<file path="src/rtl/sim_uart_pkg.sv">
// sim_uart_pkg: register map, output FSM states and a status helper
// shared by the simulation UART transmitter.
package sim_uart_pkg;

   localparam logic [3:0] UART_TXDATA = 4'h0;
   localparam logic [3:0] UART_STATUS = 4'h4;
   localparam logic [3:0] UART_CTRL   = 4'h8;
   localparam logic [3:0] UART_STATS  = 4'hC;

   typedef enum logic [1:0] {
      IDLE,
      EMIT,
      WAIT
   } uart_state_e;

   // STATUS reports occupancy in a 6-bit field, clamped at 63.
   function automatic logic [5:0] sat63(input logic [31:0] v);
      return (v > 32'd63) ? 6'd63 : v[5:0];
   endfunction

endpackage

</file>
<file path="src/rtl/sim_uart_fifo.sv">
// sim_uart_fifo: byte-wide synchronous FIFO; pointers wrap naturally
// because DEPTH is a power of two, count is one bit wider than the pointers.
module sim_uart_fifo #(
   parameter int DEPTH = 16,
   localparam int AW   = $clog2(DEPTH)
) (
   input  logic          clock,
   input  logic          reset,
   input  logic          push,
   input  logic [7:0]    din,
   input  logic          pop,
   output logic [7:0]    head,
   output logic [AW:0]   count,
   output logic          full,
   output logic          empty
);

   logic [7:0]    mem [DEPTH];
   logic [AW-1:0] wptr;
   logic [AW-1:0] rptr;
   logic          wr_en;
   logic          rd_en;

   assign wr_en = push && !full;
   assign rd_en = pop && !empty;
   assign head  = mem[rptr];
   assign full  = (count == (AW+1)'(DEPTH));
   assign empty = (count == '0);

   // Pointer and occupancy tracking; simultaneous push and pop keep count.
   always_ff @(posedge clock) begin
      if (reset) begin
         wptr  <= '0;
         rptr  <= '0;
         count <= '0;
      end else begin
         if (wr_en) wptr <= wptr + 1'b1;
         if (rd_en) rptr <= rptr + 1'b1;
         if (wr_en && !rd_en)      count <= count + 1'b1;
         else if (!wr_en && rd_en) count <= count - 1'b1;
      end
   end

   // Storage array; contents need no reset since count gates visibility.
   always_ff @(posedge clock) begin
      if (wr_en) mem[wptr] <= din;
   end

endmodule

</file>
<file path="src/rtl/sim_uart_tx.sv">
// sim_uart_tx: MMIO UART transmitter for simulation. Buffers TXDATA writes
// in a FIFO and drains them as one-cycle uart_valid/uart_ch pulses with GAP
// idle cycles between pulses. Defining SIM_UART_STATS_EN adds a 32-bit
// transmitted-character counter readable (low byte) and clearable at 0xC.
module sim_uart_tx
   import sim_uart_pkg::*;
#(
   parameter int DEPTH = 16,
   parameter int GAP   = 0
) (
   input  logic       clock,
   input  logic       reset,
   input  logic       req_valid,
   output logic       req_ready,
   input  logic       req_wen,
   input  logic [3:0] req_addr,
   input  logic [7:0] req_wdata,
   output logic       resp_valid,
   output logic [7:0] resp_rdata,
   output logic       uart_valid,
   output logic [7:0] uart_ch
);

   localparam int AW = $clog2(DEPTH);

   uart_state_e state, state_nx;
   logic        enable;
   logic        acc;
   logic        fifo_push;
   logic        fifo_pop;
   logic [7:0]  head;
   logic [AW:0] count;
   logic        full;
   logic        empty;
   logic [7:0]  gap_cnt;
   logic [7:0]  rd_data;

   // Only a TXDATA write into a full FIFO stalls; full is the registered
   // count, so a pop in the same cycle does not unblock it.
   assign req_ready = !(req_wen && (req_addr == UART_TXDATA) && full);
   assign acc       = req_valid && req_ready;
   assign fifo_push = acc && req_wen && (req_addr == UART_TXDATA);

   sim_uart_fifo #(.DEPTH(DEPTH)) u_fifo (
      .clock (clock),
      .reset (reset),
      .push  (fifo_push),
      .din   (req_wdata),
      .pop   (fifo_pop),
      .head  (head),
      .count (count),
      .full  (full),
      .empty (empty)
   );

   // Next-state logic. The character is popped on the edge that enters EMIT
   // (so the registered pulse carries the head), hence "another character
   // behind the one being emitted" reads here as !empty.
   always_comb begin
      state_nx = state;
      fifo_pop = 1'b0;
      case (state)
         IDLE: begin
            if (enable && !empty) begin
               state_nx = EMIT;
               fifo_pop = 1'b1;
            end
         end
         EMIT: begin
            if (GAP > 0) begin
               state_nx = WAIT;
            end else if (enable && !empty) begin
               state_nx = EMIT;
               fifo_pop = 1'b1;
            end else begin
               state_nx = IDLE;
            end
         end
         WAIT: begin
            if (gap_cnt <= 8'd1) begin
               if (enable && !empty) begin
                  state_nx = EMIT;
                  fifo_pop = 1'b1;
               end else begin
                  state_nx = IDLE;
               end
            end
         end
         default: state_nx = IDLE;
      endcase
   end

   // State, gap counter and the registered character pulse.
   always_ff @(posedge clock) begin
      if (reset) begin
         state      <= IDLE;
         gap_cnt    <= 8'd0;
         uart_valid <= 1'b0;
         uart_ch    <= 8'h00;
      end else begin
         state <= state_nx;
         if (state == EMIT)      gap_cnt <= 8'(GAP);
         else if (state == WAIT) gap_cnt <= gap_cnt - 8'd1;
         uart_valid <= fifo_pop;
         if (fifo_pop) uart_ch <= head;
      end
   end

`ifdef SIM_UART_STATS_EN
   logic [31:0] tx_count;

   // Transmitted-character counter; a clear wins over a coincident pulse.
   always_ff @(posedge clock) begin
      if (reset)
         tx_count <= 32'd0;
      else if (acc && req_wen && (req_addr == UART_STATS))
         tx_count <= 32'd0;
      else if (uart_valid)
         tx_count <= tx_count + 32'd1;
   end
`endif

   // Read data mux; unmapped offsets and TXDATA read as zero.
   always_comb begin
      rd_data = 8'h00;
      case (req_addr)
         UART_STATUS: rd_data = {sat63(32'(count)), empty, full};
         UART_CTRL:   rd_data = {7'b0, enable};
`ifdef SIM_UART_STATS_EN
         UART_STATS:  rd_data = tx_count[7:0];
`endif
         default:     rd_data = 8'h00;
      endcase
   end

   // Control register and one-cycle read response.
   always_ff @(posedge clock) begin
      if (reset) begin
         enable     <= 1'b1;
         resp_valid <= 1'b0;
         resp_rdata <= 8'h00;
      end else begin
         resp_valid <= acc && !req_wen;
         if (acc && !req_wen) resp_rdata <= rd_data;
         if (acc && req_wen && (req_addr == UART_CTRL)) enable <= req_wdata[0];
      end
   end

endmodule

</file>
<file path="config.mk">
export PLATFORM = sky130hd
export DESIGN_NAME = sim_uart_tx
export DESIGN_NICKNAME = d
export VERILOG_FILES = /design/src/rtl/sim_uart_pkg.sv /design/src/rtl/sim_uart_fifo.sv /design/src/rtl/sim_uart_tx.sv
export SDC_FILE = /design/constraint.sdc
export NUM_CORES = 1
export LEC_CHECK = 0
export BUFFER_PORTS_ARGS = -buffer_cell sky130_fd_sc_hd__buf_2
export CAP_MARGIN = 20
export CORE_MARGIN = 8
export CORE_UTILIZATION = 40
export CTS_BUF_LIST = sky130_fd_sc_hd__clkbuf_4
export DETAILED_ROUTE_END_ITERATION = 12
export PLACE_DENSITY = 0.66
export SYNTH_ARGS = -nofsm -noshare
export SYNTH_HDL_FRONTEND = slang
export SYNTH_SLANG_ARGS = --single-unit
</file>
<file path="constraint.sdc">
create_clock -name clock -period 5.7 [get_ports clock]
set_clock_uncertainty 0.05 [all_clocks]
set_input_delay 0.855 -clock clock [delete_from_list [all_inputs] [get_ports clock]]
set_output_delay 0.855 -clock clock [all_outputs]
set_load 0.01 [all_outputs]
</file>
==> impl_results.md, run 1 <==
* Status: finished clean
* HP Class: register to register
* # nets final at about 480
* Max FO, Critical Path at 19
* Distinct cells, synth at between 40 and 50
* Bufs on Longest Clock Path at 2
* GPL Wtd Cong at 0.842
* Maxcap violations at 0
* Endpoint class of the critical path: register
* Flops & latches, synth at 159
* Routed len/inst at approximately 20 microns
* Area leader, netlist: edfxtp_1
* Worst setup SP type: register
* Setup CP Type: register to register
* Vias in the first global route at 3607
* Final hold vios at 0
* Io pins at 35
* Max-slew headroom at 29.2%
* Switching power share of the total at a little under a third
* Simple-Gate Fraction of Synth Area at roughly 7%
* DRT Pass-1 Iters at 4
* Synth Net Count at ~450
* Hold_buf cts at 0
* PD cells at 362 nW/um^2
* VDD IR max at roughly 140 uV
* Syn avg cell area at ~15 sq um
* Sequential group share of total power at 53.7%
* Mapped cell area at 6450 sq um
* RSZ-0062 raised after global routing: false
* Row Count at 46
* Internal cell power at between 1.5 and 2 mW
* Final routed DRC violation total at 0
* Compound-cell area share of the yosys netlist at roughly 7.6%
* DRT iter0 DRCs at around 250
* CTS tree: done
* CTS Root Cell: clkbuf_4
* Via count at around 3600
* Clock period minus worst slack at roughly 3700 ps
* N_diodes at 0
* Post-CTS Resized at 0
* Chip width at approximately 140 microns
* Count leader, synth: edfxtp_1
* CTS buffer count at 17
* Fin crit share at between 60 and 70%
* Port Buf Inserts at 33
* Psw at ~0.79 mW
* Area contributors post-synth: edfxtp_1 60%, mux2i_1 11%, dfxtp_1 9.6%, o22ai_1 3.1%, nor2_1 2.2%
* Die Span Y at approximately 140 microns
* Mux contribution to synthesized area at 10.7%
* Largest net degree at the start of global routing at 67
* Gate power share at ~20%
* Worst EP required at ~6000 ps
* Setup Viol. Count Final at 0
* Final Max Tran Viols at 0
* Place WS at about 2000 ps
* Post-synthesis adder-cell area fraction at 2.06%
* Post-synth ARST share at 0%
* Clock tree sinks at between 150 and 200
* Fillers at ~1400
* Synth top area share at roughly 60%
* Post-DP HPWL at ~9 mm
* Post-synth top cells: 128 x edfxtp_1, 68 x mux2i_1, 38 x nor2_1
* Clock Latency Late Sink at between 500 and 600 ps
* Htree depth at 4
* Layout area overhead at 10.2%
* GRT Resource Usage Total at 14.1%
* CP arrival at ~4100 ps
* Average via count per standard cell at 5.33
* Mapped Cells at approximately 420
* Die area at between 20000 and 25000 sq um
* Post-synth EDFFs at ~130
* Clock power share at 26.3%
* Initial antenna violation count at 0
* Pleak at 2.24 nW
* Reg clk slew, reported paths at between 100 and 150 ps
* Core area at approximately 16000 sq um
* Fin Setup TNS at 0 ps
* Primary FF master, synth: edfxtp_1
* First-pass GRT wire length at 21.0 mm
* Final setup margin at 2020 ps
* Setup bufs post-CTS at 0
* Fmax at about 0.27 GHz
* Initial Util at about two fifths
* Xor/xnor share of the synthesized area at about 1.2%
* Least-Margin Pin Slew at approximately 1100 ps
* Largest family of logic cells by synthesized area: multiplexers
* Global route overflow at 0
* Antenna Nets Post-Route at 0
* Share of layout cells above drive strength 1 at ~18%
* WL final at between 10 and 15 mm
* Sequential fraction of the synthesis area at approximately 69%
* Warnings from Yosys at 0
## logic make-up (layout without fill, tap and decap cells)
group	Yosys count	count (layout)
flops	159	159
compound gates	61	61
fa+ha+maj	10	10
other cells	1	1
xor+xnor	9	9
simple gates	83	83
mux	69	69
buf+inv	31	76
## worst max-delay path, cell delays in order, from the launching register on
cell	delay (ps)
dfxtp_1	560
inv_1	160
a21boi_2	850
clkinv_1	280
ha_1	290
inv_1	150
ha_1	300
a21o_1	170
a21oi_1	180
mux2i_1	240
mux2_2	350
## cells in the final DEF, fill, tap and decap left out, drive strengths merged, types with 3 or more instances in the layout
| cell | instances |
|---|---|
| nand2b | 4 |
| dfxtp | 31 |
| xor2 | 5 |
| clkbuf | 19 |
| nand3b | 6 |
| nor3 | 5 |
| ha | 9 |
| a21oi | 5 |
| nand2 | 7 |
| o22ai | 32 |
| nor4 | 9 |
| xnor2 | 4 |
| a22o | 5 |
| clkinvlp | 3 |
| a211oi | 9 |
| or3b | 3 |
| clkinv | 6 |
| buf | 36 |
| inv | 10 |
| nor2 | 38 |
| mux2i | 68 |
| edfxtp | 128 |
## metrics by stage
stage / hold WS, ps / power (mW) / util, % / cell area, sq um / cells
floorplan: 442 / 1.77 / - / 6450 / 423
global placement: 405 / 1.90 / 42.8 / 6770 / 648
detailed placement: 412 / 1.92 / 42.8 / 6780 / 649
CTS: 434 / 2.58 / 44.6 / 7070 / 681
global route: 463 / 2.70 / 44.9 / 7110 / 684
finish: 432 / 2.57 / 44.9 / 7110 / 684
## state kept, by name, summed over array words and instances, names as in the netlist, 4 cells and up
signal and count:
u_fifo.rptr 4, u_fifo.mem 128, uart_ch 8, u_fifo.count 5, resp_rdata 7, u_fifo.wptr 4
## power groups by stage
stage	clock network [mW]	registers (mW)	logic, mW
floorplan	0	1.37	0.403
global placement	0	1.43	0.469
detailed placement	0	1.43	0.488
CTS	0.689	1.40	0.490
global route	0.740	1.39	0.565
finish	0.677	1.38	0.515
## metal layers
metal	GRT usage [%]	vias to the layer above	share of wire, %
met4	5.37	0	2.3
met2	22.2	109	49
li1	-	1706	-
met3	4.54	25	5.5
met5	0	-	0
met1	17.7	1807	43
## area by class of cell
| cell class | instances | area (sq um) | area share, % |
|---|---|---|---|
| sequential | 159 | 4470 | 62.9 |
| multi-input combinational | 233 | 1840 | 25.9 |
| inverter | 6 | 22.5 | 0.317 |
| clock inverter | 15 | 160 | 2.25 |
| tap | 216 | 270 | 3.80 |
| timing repair buffer | 38 | 220 | 3.10 |
| clock buffer | 17 | 128 | 1.80 |
## worst paths after layout
check | from | cells after the start | slack (ps) | to
worst max-delay path | u_fifo.count[4]$_SDFFE_PP0P_ | 10 | 2020 | u_fifo.count[4]$_SDFFE_PP0P_
worst min-delay path | resp_rdata[0]$_SDFFE_PP0P_ | 2 | 430 | resp_rdata[0]$_SDFFE_PP0P_
worst max register to register | u_fifo.count[4]$_SDFFE_PP0P_ | 10 | 2020 | u_fifo.count[4]$_SDFFE_PP0P_
worst min register to register | resp_rdata[0]$_SDFFE_PP0P_ | 2 | 430 | resp_rdata[0]$_SDFFE_PP0P_
Note: power is estimated with default switching activity, not from simulation.
==> run 2: changes to the inputs <==
--- a/config.mk
+++ b/config.mk
@@ -5,13 +5,14 @@
 export SDC_FILE = /design/constraint.sdc
 export NUM_CORES = 1
 export LEC_CHECK = 0
+export ABC_AREA = 1
 export BUFFER_PORTS_ARGS = -buffer_cell sky130_fd_sc_hd__buf_2
 export CAP_MARGIN = 20
 export CORE_MARGIN = 8
 export CORE_UTILIZATION = 40
 export CTS_BUF_LIST = sky130_fd_sc_hd__clkbuf_4
 export DETAILED_ROUTE_END_ITERATION = 12
-export PLACE_DENSITY = 0.66
+export PLACE_DENSITY = 0.68
 export SYNTH_ARGS = -nofsm -noshare
 export SYNTH_HDL_FRONTEND = slang
 export SYNTH_SLANG_ARGS = --single-unit
==> constraint.sdc (replaced) <==
create_clock -name clock -period 2.95 [get_ports clock]
set_clock_uncertainty 0.05 [all_clocks]
set_input_delay 0.4425 -clock clock [delete_from_list [all_inputs] [get_ports clock]]
set_output_delay 0.4425 -clock clock [all_outputs]
set_load 0.01 [all_outputs]
==> impl_results.md, run 2 <==
* Status: finished clean
* Post-synth EDFFs at 128 (unchanged)
* Internal cell power at 3.50 mW (+97%)
* Setup Viol. Count Final at 0 (unchanged)
* First-pass GRT wire length at 23.6 mm (+12%)
* Post-layout util at 44.2% (-0.67 points)
* Mux contribution to synthesized area at 0% (-11 points)
* Max-slew headroom at 51.6% (+22 points)
* Hold_ws at 168 ps (-264 ps)
* R2R depth at 12 (+2)
* CTS tree: done
* Port Buf Inserts at 33 (unchanged)
* Synth top area share at 55.2% (-4.4 points)
* Area contributors post-synth: edfxtp_1 55%, nand2_1 12%, dfxtp_1 8.9%, nand3_1 7.3%, inv_1 4.6%
* Die Span Y at 148 microns (+3.5%)
* Routed len/inst at 15.1 microns (-25%)
* Final Max Tran Viols at 0 (unchanged)
* Worst setup SP type: register
* CP Depth at 12 (+2)
* Area of the multi-input gates at 1940 sq um (+5.6%)
* GRT Resource Usage Total at 14.0% (-0.12 points)
* CTS Root Cell: clkbuf_4
* Worst EP required at 3350 ps (-2770 ps)
* Crit path from: u_fifo.count[0]$_SDFFE_PP0P_
* Average via count per standard cell at 4.83 (-9.4%)
* Sequential group share of total power at 48.0% (-5.7 points)
* Final Power at 5.38 mW (+110%)
* Buf/Inv on CP at 3 (unchanged)
* Mapped cell area at 6960 sq um (+8.0%)
* DRT iter0 DRCs at 351 (+42%)
* Largest net degree at the start of global routing at 67 (unchanged)
* Post-synth ARST share at 0% (unchanged)
* Row Count at 48 (+4.3%)
* Largest register FFs at 128 (unchanged)
* Die area at 21900 sq um (+7.1%)
* Fin Setup TNS at 0 ps (unchanged)
* Final hold vios at 0 (unchanged)
* Distinct cells, synth at 31 (-30%)
* Switching power share of the total at 34.8% (+4.0 points)
* Compound-cell area share of the yosys netlist at 2.34% (-5.3 points)
* Setup CP Type: register to register
* DP Cell Count at 955 (+47%)
* Count leader, synth: nand2_1
* Reg clk slew, reported paths at 120 ps (about the same)
* Pleak at 3.25 nW (+45%)
* Psw at 1.87 mW (+140%)
* PD cells at 708 nW/um^2 (+95%)
* Sequential fraction of the synthesis area at 64.1% (-5.1 points)
* Regs by FF count: u_fifo.mem x128, uart_ch x8, resp_rdata x7
* Antenna Nets Post-Route at 0 (unchanged)
* Commonest non-fill, non-tap cell in the layout: nand2_1
* R2R Setup Slk at 590 ps (-1430 ps)
* HP Class: input port to register
* Post-route cell area at 7600 sq um (+6.9%)
* DRT Pass-1 Iters at 5 (+1)
* Post-synthesis adder-cell area fraction at 1.91% (-0.15 points)
* Setup bufs post-CTS at 0 (unchanged)
* Least-Margin Pin Slew at 723 ps (-332 ps)
* FF+latch area at 4470 sq um (about the same)
* Fin crit share at 79.9% (+15 points)
* RR Endpoint: u_fifo.count[3]$_SDFFE_PP0P_
* Vias in the first global route at 4617 (+28%)
* Flops & latches, synth at 159 (unchanged)
* N_diodes at 0 (unchanged)
* RSZ-0062 raised after global routing: false
* Kind of cell adding the most delay to the critical path: simple AND/OR/NAND/NOR gates
* CP arrival at 2760 ps (-1340 ps)
* Post-synth top cells: 222 x nand2_1, 128 x edfxtp_1, 102 x nand3_1
* Mapped Cells at 711 (+68%)
* Clock period minus worst slack at 2360 ps (-1320 ps)
* Largest family of logic cells by synthesized area: simple AND/OR/NAND/NOR gates
* Initial Util at 40.5% (-0.20 points)
* Xor/xnor share of the synthesized area at 0.881% (-0.34 points)
* Fmax at 0.424 GHz (+56%)
* Max FO, Critical Path at 9 (-10)
* Gate power share at 29.8% (+9.8 points)
* Area leader, netlist: edfxtp_1
* CTS buffer count at 17 (unchanged)
* Crit path to: u_fifo.count[3]$_SDFFE_PP0P_
* Syn avg cell area at 9.79 sq um (-36%)
* WL final at 14.8 mm (+8.3%)
* Bufs on Longest Clock Path at 2 (unchanged)
* # nets final at 775 (+61%)
* Fillers at 1669 (+21%)
* Clock power share at 22.2% (-4.1 points)
* Hold_buf cts at 0 (unchanged)
* Worst R2R Start: u_fifo.count[0]$_SDFFE_PP0P_
* Post-DP HPWL at 9.33 mm (+3.8%)
* Synth Net Count at 737 (+64%)
* Place WS at 367 ps (-1640 ps)
* Clock Latency Late Sink at 540 ps (-30 ps)
* Clock tree sinks at 159 (unchanged)
* Via count at 4754 (+30%)
* Biggest cell delay along the critical path at 370 ps (-480 ps)
* Commonest cells after routing, fill and taps aside: 222 x nand2_1, 128 x edfxtp_1, 102 x nand3_1, 86 x inv_1, 38 x nor2_1
* Biggest register: u_fifo.mem
* Simple-Gate Fraction of Synth Area at 22.7% (+16 points)
* Final routed DRC violation total at 0 (unchanged)
* VDD IR max at 547 uV (+290%)
* Initial antenna violation count at 1 (+1)
* Global route overflow at 0 (unchanged)
* Chip width at 148 microns (+3.5%)
* Io pins at 35 (unchanged)
* CP max stage cell: dfxtp_1
* Final setup margin at 592 ps (-1430 ps)
* Htree depth at 4 (unchanged)
* Layout area overhead at 9.13%
* Placed inst area at 7360 sq um (+8.5%)
* Primary FF master, synth: edfxtp_1
* Core area at 17200 sq um (+8.5%)
* Layout Cells excl Fill at 984 (+44%)
* Share of layout cells above drive strength 1 at 12.9% (-5.3 points)
* Endpoint class of the critical path: register
* Critical-path cell list: nor2_1 -> nand4_1 -> nand4_2 -> clkinv_2 -> ha_1 -> inv_1 -> ha_1 -> a21oi_1 -> nand2_1 -> xor2_1 -> o21ai_0 -> inv_1
* Warnings from Yosys at 0 (unchanged)
* Post-CTS Resized at 0 (unchanged)
* GPL Wtd Cong at 0.815 (-3.2%)
* Maxcap violations at 0 (unchanged)
## run 2: cells by family (layout without fill, tap and decap cells)
logic type / after synthesis / in the layout
flops: 159 / 159
simple gates: 375 / 375
fa+ha+maj: 10 / 10
buf+inv: 130 / 178
other cells: 1 / 1
compound gates: 29 / 29
xor+xnor: 7 / 7
## run 2: worst min-delay path, stage by stage
cell	delay, ps
buf_2	120
nand4_1	100
o21ai_1	60
## run 2: worst min-delay path by stage
stage / cells past startpoint / to / start / slack, ps
2_1_floorplan: 2 / u_fifo.wptr[3]$_SDFFE_PP0P_ / u_fifo.wptr[3]$_SDFFE_PP0P_ / 420
3_3_place_gp: 2 / resp_rdata[5]$_SDFFE_PP0P_ / resp_rdata[5]$_SDFFE_PP0P_ / 410
3_5_place_dp: 2 / resp_rdata[5]$_SDFFE_PP0P_ / resp_rdata[5]$_SDFFE_PP0P_ / 420
4_1_cts: 3 / enable$_SDFFE_PP1P_ / req_addr[3] / 130
5_1_grt: 3 / enable$_SDFFE_PP1P_ / req_addr[3] / 160
6_report: 3 / enable$_SDFFE_PP1P_ / req_addr[3] / 170
## run 2: power groups by stage
| stage | clock network (mW) | registers (mW) | logic (mW) |
|---|---|---|---|
| finish | 1.19 | 2.58 | 1.60 |
| global placement | 0 | 2.63 | 1.59 |
| CTS | 1.21 | 2.58 | 1.62 |
| detailed placement | 0 | 2.63 | 1.61 |
| floorplan | 0 | 2.64 | 1.22 |
| global route | 1.30 | 2.59 | 1.83 |
## run 2: final cells by class
class | instances | share of cell area [%]
well taps | 225 | 3.71
inverters | 99 | 4.94
clock buffers | 19 | 1.88
flip-flops and latches | 159 | 58.8
multi-input cells | 422 | 25.5
repair buffers | 50 | 3.85
clock inverters | 10 | 1.30
## run 2: per-layer routing
layer	part of all wire, %	up-vias	GRT usage [%]	routed length, microns
met4	1.5	0	4.74	227
met5	0	-	0	0
met3	5.4	20	4.34	802
li1	-	2386	-	-
met2	50	114	24.2	7440
met1	43	2234	16.2	6340
==> run 3: changes to the inputs <==
--- a/config.mk
+++ b/config.mk
@@ -12,7 +12,7 @@
 export CORE_UTILIZATION = 40
 export CTS_BUF_LIST = sky130_fd_sc_hd__clkbuf_4
 export DETAILED_ROUTE_END_ITERATION = 12
-export PLACE_DENSITY = 0.68
+export PLACE_DENSITY = 0.66
 export SYNTH_ARGS = -nofsm -noshare
 export SYNTH_HDL_FRONTEND = slang
 export SYNTH_SLANG_ARGS = --single-unit
==> constraint.sdc (replaced) <==
create_clock -name clock -period 2.4 [get_ports clock]
set_clock_uncertainty 0.05 [all_clocks]
set_input_delay 0.36 -clock clock [delete_from_list [all_inputs] [get_ports clock]]
set_output_delay 0.36 -clock clock [all_outputs]
set_load 0.01 [all_outputs]
==> impl_results.md, run 3 (same netlist as run 2, synthesis figures left out) <==
* # nets final at 785 (+1.3%)
* PD cells at 888 nW/um^2 (+25%)
* Via count at 4763 (+0.19%)
* Commonest non-fill, non-tap cell in the layout: nand2_1
* FF+latch area at 4470 sq um (about the same)
* Initial Util at 40.5% (unchanged)
* Fmax at 0.460 GHz (+8.4%)
* DRT iter0 DRCs at 360 (+2.6%)
* Maxcap violations at 0 (unchanged)
* Final hold vios at 0 (unchanged)
* DP Cell Count at 964 (+0.94%)
* Vias in the first global route at 4512 (-2.3%)
* HP Start: req_addr[3]
* Status: finished clean
* DRT Pass-1 Iters at 5 (unchanged)
* Bufs on Longest Clock Path at 2 (unchanged)
* Commonest cells after routing, fill and taps aside: 222 x nand2_1, 128 x edfxtp_1, 102 x nand3_1, 86 x inv_1, 37 x nor2_1
* Largest register FFs at 128 (unchanged)
* CP arrival at 2600 ps (-160 ps)
* Fin Setup TNS at 0 ps (unchanged)
* HP Class: input port to register
* Setup Viol. Count Final at 0 (unchanged)
* Final routed DRC violation total at 0 (unchanged)
* Global route overflow at 0 (unchanged)
* Average via count per standard cell at 4.78 (-1.1%)
* Fillers at 1632 (-2.2%)
* Worst setup SP type: register
* Regs by FF count: u_fifo.mem x128, uart_ch x8, resp_rdata x7
* Post-DP HPWL at 9.36 mm (+0.34%)
* Post-route cell area at 7750 sq um (+2.0%)
* N_diodes at 0 (unchanged)
* CTS Root Cell: clkbuf_4
* GPL Wtd Cong at 0.801 (-1.7%)
* Die Span Y at 148 microns (unchanged)
* Layout Cells excl Fill at 997 (+1.3%)
* WL final at 14.9 mm (+0.40%)
* Fin crit share at 90.6% (+11 points)
* First-pass GRT wire length at 23.8 mm (+0.52%)
* Routed len/inst at 14.9 microns (-0.91%)
* Clock tree sinks at 159 (unchanged)
* Io pins at 35 (unchanged)
* Worst EP required at 2830 ps (-520 ps)
* Layout area overhead at 11.3%
* CTS buffer count at 17 (unchanged)
* VDD IR max at 715 uV (+31%)
* Row Count at 48 (unchanged)
* Least-Margin Pin Slew at 626 ps (-96.7 ps)
* GRT Resource Usage Total at 14.2% (+0.15 points)
* Min-Delay Endpoint: enable$_SDFFE_PP1P_
* R2R depth at 12 (unchanged)
* Setup CP Type: register to register
* R2R Setup Slk at 220 ps (-370 ps)
* Hold_ws at 42.6 ps (-126 ps)
* Max-slew headroom at 58.2% (+6.6 points)
* Initial antenna violation count at 0 (-1)
* Clock Latency Late Sink at 570 ps (+30 ps)
* Share of layout cells above drive strength 1 at 14.8% (+1.9 points)
* Core area at 17200 sq um (unchanged)
* Clock period minus worst slack at 2180 ps (-183 ps)
* Htree depth at 4 (unchanged)
* Max FO, Critical Path at 4 (-5)
* RR Endpoint: u_fifo.count[3]$_SDFFE_PP0P_
* Hold_buf cts at 0 (unchanged)
* Reg clk slew, reported paths at 150 ps (+30 ps)
* Chip width at 148 microns (unchanged)
* Final setup margin at 225 ps (-367 ps)
* Port Buf Inserts at 33 (unchanged)
* Die area at 21900 sq um (unchanged)
* Placed inst area at 7440 sq um (+1.1%)
* RSZ-0062 raised after global routing: false
* Final Max Tran Viols at 0 (unchanged)
* Pleak at 3.30 nW (+1.6%)
* Endpoint class of the critical path: register
* Worst R2R Start: u_fifo.count[0]$_SDFFE_PP0P_
* Biggest register: u_fifo.mem
* Hold depth at 3 (unchanged)
* Place WS at 73.1 ps (-293 ps)
* CTS tree: done
* Antenna Nets Post-Route at 0 (unchanged)
* Area of the multi-input gates at 1940 sq um (+0.13%)
* Largest net degree at the start of global routing at 67 (unchanged)
## run 3: critical path, cell delays in order, from the launching register on
cell and delay, ps:
dfxtp_2 370, nor2_2 120, nand4_1 180, nand4_2 130, clkinv_2 60, ha_1 200, inv_1 140, ha_1 300
a21oi_1 140, nand2_1 70, xor2_1 130, o21ai_0 140, inv_1 50
## run 3: repair_timing
item                       4_1_cts  5_1_grt
resized for setup                0        2
hold endpoints to repair         0        0
buffers inserted                 0        1
setup endpoints to repair        0        2
## run 3: per-stage QoR
stage	total power [mW]	util [%]
after floorplan	4.75	-
after global placement	5.26	43.3
after detailed placement	5.28	43.3
after CTS	6.92	45.0
after global routing	7.30	45.1
final	6.88	45.1
## run 3: layout make-up
type / instances / share of cell area, %
Timing Repair Buffer: 60 / 4.91
Multi-Input combinational cell: 422 / 25.1
Sequential cell: 159 / 57.7
Inverter: 99 / 4.85
Clock inverter: 15 / 2.21
Tap cell: 225 / 3.63
Clock buffer: 17 / 1.65
## run 3: metal layers
metal	global-route usage [%]	vias up	part of all wire [%]
li1	-	2401	-
met1	17.2	2205	43
met2	23.6	126	49
met3	3.42	31	5.9
met4	6.12	0	2.4
met5	0	-	0
## run 3: worst max-delay path by stage
stage | start | end | slack (ps) | depth (start not counted)
2_1_floorplan | req_addr[1] | u_fifo.count[3]$_SDFFE_PP0P_ | 180 | 13
4_1_cts | u_fifo.count[0]$_SDFFE_PP0P_ | u_fifo.count[4]$_SDFFE_PP0P_ | 180 | 12
5_1_grt | u_fifo.count[3]$_SDFFE_PP0P_ | u_fifo.count[4]$_SDFFE_PP0P_ | 20 | 12
3_5_place_dp | req_addr[1] | u_fifo.count[3]$_SDFFE_PP0P_ | 70 | 14
6_report | u_fifo.count[0]$_SDFFE_PP0P_ | u_fifo.count[3]$_SDFFE_PP0P_ | 220 | 12
3_3_place_gp | req_addr[1] | u_fifo.count[3]$_SDFFE_PP0P_ | 120 | 14
## run 3: where the power goes
group	internal, mW	switching [mW]	leakage [nW]
logic	0.655	1.38	1.76
registers	3.09	0.0890	1.41
clock network	0.709	0.952	0.133
